$ cat src/rtl/mem_stall_sequencer_pkg.sv
// Shared state encodings and helpers for the memory-stall pipeline sequencer.
package mem_stall_sequencer_pkg;

    localparam logic [1:0] ST_IDLE = 2'd0;
    localparam logic [1:0] ST_WAIT = 2'd1;
    localparam logic [1:0] ST_ERR  = 2'd2;

    // Width needed to count 0..timeout-1 wait cycles.
    function automatic int wait_cnt_width(input int timeout);
        return (timeout > 2) ? $clog2(timeout) : 1;
    endfunction

endpackage

$ cat src/rtl/mem_stall_sequencer_sat_counter.sv
// Saturating up-counter with synchronous reset; usable for any performance counter.
module sat_counter #(
    parameter int W = 16
) (
    input  logic         clk,
    input  logic         rst,
    input  logic         en,
    output logic [W-1:0] q
);

    always_ff @(posedge clk) begin
        if (rst) begin
            q <= '0;
        end else if (en && (q != {W{1'b1}})) begin
            q <= q + 1'b1;
        end
    end

endmodule

$ cat src/rtl/mem_stall_sequencer.sv
// Freezes/clears the FD, DE, EM and MWB pipeline banks around stalled memory
// accesses and branch flushes, with a watchdog and a stall-cycle counter.
module mem_stall_sequencer
    import mem_stall_sequencer_pkg::*;
#(
    parameter int TIMEOUT = 64,
    parameter int CNT_W   = 16
) (
    input  logic             clk,
    input  logic             global_rst,
    input  logic             mem_req_valid,
    input  logic             mem_stall,
    input  logic             mem_done,
    input  logic             branch_flush,
    output logic             freeze_FD,
    output logic             freeze_DE,
    output logic             freeze_EM,
    output logic             freeze_MWB,
    output logic             clr_FD,
    output logic             clr_DE,
    output logic             clr_MWB,
    output logic             busy,
    output logic             err,
    output logic [CNT_W-1:0] stall_cycles
);

    localparam int WC_W = wait_cnt_width(TIMEOUT);
    localparam logic [WC_W-1:0] WAIT_LAST = WC_W'(TIMEOUT - 1);

    logic [1:0]       state, state_nxt;
    logic [WC_W-1:0]  wait_cnt, wait_cnt_nxt;
    logic             pend_flush, pend_flush_nxt;
    logic             stall_en;
    logic [CNT_W-1:0] stall_q;

    always_comb begin
        state_nxt      = state;
        wait_cnt_nxt   = wait_cnt;
        pend_flush_nxt = pend_flush;
        stall_en       = 1'b0;
        freeze_FD      = 1'b0;
        freeze_DE      = 1'b0;
        freeze_EM      = 1'b0;
        freeze_MWB     = 1'b0;
        clr_FD         = 1'b0;
        clr_DE         = 1'b0;
        clr_MWB        = 1'b0;
        busy           = 1'b0;
        err            = 1'b0;

        case (state)
            ST_IDLE: begin
                if (mem_req_valid && mem_stall && !mem_done) begin
                    state_nxt = ST_WAIT;
                    freeze_FD = 1'b1;
                    freeze_DE = 1'b1;
                    freeze_EM = 1'b1;
                    clr_MWB   = 1'b1;
                    stall_en  = 1'b1;
                end else begin
                    clr_FD = branch_flush;
                    clr_DE = branch_flush;
                end
            end
            ST_WAIT: begin
                busy = 1'b1;
                if (mem_done) begin
                    // Release: MWB captures read data, deferred flush lands now.
                    state_nxt      = ST_IDLE;
                    clr_FD         = pend_flush | branch_flush;
                    clr_DE         = pend_flush | branch_flush;
                    wait_cnt_nxt   = '0;
                    pend_flush_nxt = 1'b0;
                end else begin
                    freeze_FD      = 1'b1;
                    freeze_DE      = 1'b1;
                    freeze_EM      = 1'b1;
                    clr_MWB        = 1'b1;
                    stall_en       = 1'b1;
                    wait_cnt_nxt   = wait_cnt + 1'b1;
                    pend_flush_nxt = pend_flush | branch_flush;
                    if (wait_cnt == WAIT_LAST) begin
                        state_nxt = ST_ERR;
                    end
                end
            end
            ST_ERR: begin
                freeze_FD  = 1'b1;
                freeze_DE  = 1'b1;
                freeze_EM  = 1'b1;
                freeze_MWB = 1'b1;
                busy       = 1'b1;
                err        = 1'b1;
            end
            default: begin
                state_nxt = ST_IDLE;
            end
        endcase

        // Pipeline flops are reset directly by global_rst; keep controls quiet.
        if (global_rst) begin
            stall_en   = 1'b0;
            freeze_FD  = 1'b0;
            freeze_DE  = 1'b0;
            freeze_EM  = 1'b0;
            freeze_MWB = 1'b0;
            clr_FD     = 1'b0;
            clr_DE     = 1'b0;
            clr_MWB    = 1'b0;
            busy       = 1'b0;
            err        = 1'b0;
        end
    end

    always_ff @(posedge clk) begin
        if (global_rst) begin
            state      <= ST_IDLE;
            wait_cnt   <= '0;
            pend_flush <= 1'b0;
        end else begin
            state      <= state_nxt;
            wait_cnt   <= wait_cnt_nxt;
            pend_flush <= pend_flush_nxt;
        end
    end

    sat_counter #(.W(CNT_W)) u_stall_cnt (
        .clk (clk),
        .rst (global_rst),
        .en  (stall_en),
        .q   (stall_q)
    );

    assign stall_cycles = global_rst ? '0 : stall_q;

endmodule
$ cat config.mk
export PLATFORM = sky130hd
export DESIGN_NAME = mem_stall_sequencer
export DESIGN_NICKNAME = d
export VERILOG_FILES = /design/src/rtl/mem_stall_sequencer_pkg.sv /design/src/rtl/mem_stall_sequencer_sat_counter.sv /design/src/rtl/mem_stall_sequencer.sv
export SDC_FILE = /design/constraint.sdc
export NUM_CORES = 1
export LEC_CHECK = 0
export CAP_MARGIN = 20
export CORE_AREA = 2 2 58 60
export DETAILED_ROUTE_END_ITERATION = 8
export DIE_AREA = 0 0 60 62
export PLACE_DENSITY = 0.88
export SLEW_MARGIN = 20
export SYNTH_ARGS = -nofsm -noshare
export SYNTH_HDL_FRONTEND = slang
export SYNTH_HIERARCHICAL = 1
export SYNTH_SLANG_ARGS = --single-unit
$ cat constraint.sdc
create_clock -name clk -period 2.5 [get_ports clk]
set_input_delay 0.375 -clock clk [delete_from_list [all_inputs] [get_ports clk]]
set_output_delay 0.375 -clock clk [all_outputs]
set_load 0.05 [all_outputs]
==> reports/qor.txt <==
DRC violations left = 0
TritonCTS Sinks = 25
Syn Std Cell Area = 1520 sq um
Startpoint Class = register
GRT busiest layer = met2
Port Buffers = 30
Clock power frac = 21.5%
Synth area leaders = dfxtp_1 (33%), nor2b_1 (8.2%), ha_1 (4.9%)
Area Overhead vs Synth = 41.9%
maximum VDD drop = 0.000200 V
Synth Area in XOR/XNOR = 3.46%
main combinational cell family by area after synthesis = simple AND/OR/NAND/NOR gates
clock slew at reported path FFs = 0.13 ns
Total GRT Usage = 20.3%
Post-synth EDFFs = 0
clk_lat worst skew = 0.33 ns
NumNets Final = 220
first-pass GRT wire length = 5.79 mm
leading area contributor after synthesis = dfxtp_1
Rel. slew slack = 55.7%
WP data required = 2.12 ns
vias in the first global route = 1330
ys async rst share = 0%
Die X = 60 um
top-count cell post-synth = dfxtp_1
Worst Hold Class = register to register
Setup TNS Final = 0 ns
met1 Use GR = 24.7%
internal power = 0.582 mW
Wirelength per Cell = 13.7 um
post-synthesis cell count = 178
MaxCap Viol Count = 0
Achievable Freq = 439 MHz
Adder-Cell Fraction of Synth Area = 4.95%
Site Rows = 21
Diodes inserted = 0
Post-Synth Simple-Gate Area = 35.9%
Syn. warnings = 6
Iter 0 DRT Violations = 68
via count = 1429
worst slew pin tran = 0.656 ns
hpwl dp = 2.59 mm
Root Driver = clkbuf_4
gr ovfl total = 0
Placed Cells = 249
ANT nets after route = 0
CTS max path bufs = 2
CP endpoint kind = primary output
Synth Register Bits = 25
Pre-antenna DRT Iters = 4
mean area per synthesized cell = 8.53 sq um
Seq pwr share = 49.1%
ys flop type = dfxtp_1
logic gate share of total power = 29.4%
setup violators final = 0
Final Hold Viols = 0
GRT met2 Usage = 35.9%
H-tree Lvls = 1
TritonCTS Buffers = 3
minimum clock period = 2.28 ns
die height = 62 um
Vias per Instance = 5.65
Seq/Total Area, Yosys = 33.0%
multiplexer area fraction after synthesis = 2.72%
Post-CTS Setup Inserts = 0
WS Path Type = register to primary output
Setup Skew = 0.00478 ns
Post-Layout Cell Count = 253
layout cell share with drive strength beyond 1 = 21.7%
Power Density = 400 nW/um^2
most frequent cells after synthesis = dfxtp_1 (25), nor2b_1 (20), a21oi_1 (14), nor2_1 (13)
post_cts resized = 0
Placer Congestion = 0.758
worst path arrival time = 1.91 ns
number of fill cells = 231
CTS tree = done
Leakage = 0.783 nW
Synth Area in Compound Gates = 14.8%
die area = 3720 sq um
met3 Track Usage GR = 1.66%
largest net degree at the start of global routing = 27
RSZ-0062 raised after global routing = no
final WL = 3.47 mm
Tcrit/Tclk final = 91.2%
Sw Ratio = 32.5%
status = completed
max-slew violations = 0
Max FO, Critical Path = 5
post-synth top area share = 33.0%
starting density of the core = 47.7%
# hold bufs at CTS = 0
initial antenna violation count = 0
Core ar. = 3180 sq um
Cell variety after synth = 42
Ports = 31
Psw = 0.280 mW
total nets after synthesis = 190
[registers in the layout, indices dropped and copies added, names as in the netlist]
signal	cells
u_stall_cnt/q	16
wait_cnt	6
state	2
pend_flush	1
[final cells by class]
cell class | count | area [sq um] | share of cell area, %
clock buffers | 3 | 22.5 | 1.05
clock inverters | 1 | 5.00 | 0.232
inverters | 5 | 18.8 | 0.872
multi-input cells | 137 | 953 | 44.3
flip-flops and latches | 25 | 500 | 23.2
well taps | 46 | 57.6 | 2.67
repair buffers | 36 | 596 | 27.7
[final timing paths]
| check | start | slack (ns) | depth (start not counted) | endpoint |
|---|---|---|---|---|
| worst max register to register | state[1]$_SDFFE_PP0P_ | 0.38 | 7 | u_stall_cnt/q[11]$_SDFFE_PP0P_ |
| worst max-delay path | state[1]$_SDFFE_PP0P_ | 0.22 | 6 | freeze_DE |
| worst min register to register | pend_flush$_SDFFE_PP0N_ | 0.52 | 2 | pend_flush$_SDFFE_PP0N_ |
| worst min-delay path | pend_flush$_SDFFE_PP0N_ | 0.52 | 2 | pend_flush$_SDFFE_PP0N_ |
[layout by cell type (no fill, tap or decap), drive strengths merged, types with 6 or more instances in the layout]
cell | synthesis | routed
ha | 6 | 6
o31ai | 6 | 6
nand3 | 7 | 7
or4 | 7 | 7
nor2b | 20 | 20
nor2 | 13 | 13
a21oi | 15 | 15
buf | 7 | 31
nand2 | 8 | 8
dfxtp | 25 | 25
nand4 | 7 | 7
[critical path, cell delays in order (launching register included)]
cell and delay, ns:
dfxtp_1 0.38, inv_1 0.10, ha_1 0.27, a31oi_1 0.15
nor3_4 0.22, o21ba_2 0.30, buf_12 0.16
[metal layers]
metal  wire [um]  part of all wire (%)
met5           0                     0
met3         161                   4.6
met4          67                   1.9
met2        1720                    50
met1        1520                    44
[stage by stage]
step,util [%],worst slack (ns),hold slack [ns],power (mW),instance area [sq um]
after global routing,67.7,0.0986,0.537,0.898,2150
after global placement,66.9,0.280,0.448,0.679,2130
after detailed placement,66.9,0.230,0.495,0.686,2130
after floorplan,-,0.0929,0.437,0.587,1530
final,67.7,0.220,0.515,0.862,2150
after CTS,67.7,0.204,0.521,0.868,2150
[cell families (layout without fill, tap and decap cells)]
logic type,count (synthesis),count (layout)
AND/OR/NAND/NOR,87,87
AO/OA/AOI/OAI,34,34
flip-flops,25,25
buffers and inverters,16,45
adder cells (fa/ha/maj),6,6
XOR/XNOR,6,6
multiplexers,4,4
[power groups by stage]
| stage | Clock, mW | Combinational [mW] | Sequential, mW |
|---|---|---|---|
| 2_1_floorplan | 0 | 0.158 | 0.428 |
| 3_3_place_gp | 0 | 0.249 | 0.431 |
| 3_5_place_dp | 0 | 0.254 | 0.433 |
| 4_1_cts | 0.190 | 0.255 | 0.424 |
| 5_1_grt | 0.202 | 0.270 | 0.426 |
| 6_report | 0.185 | 0.254 | 0.424 |
(Power assumes the default switching activity.)
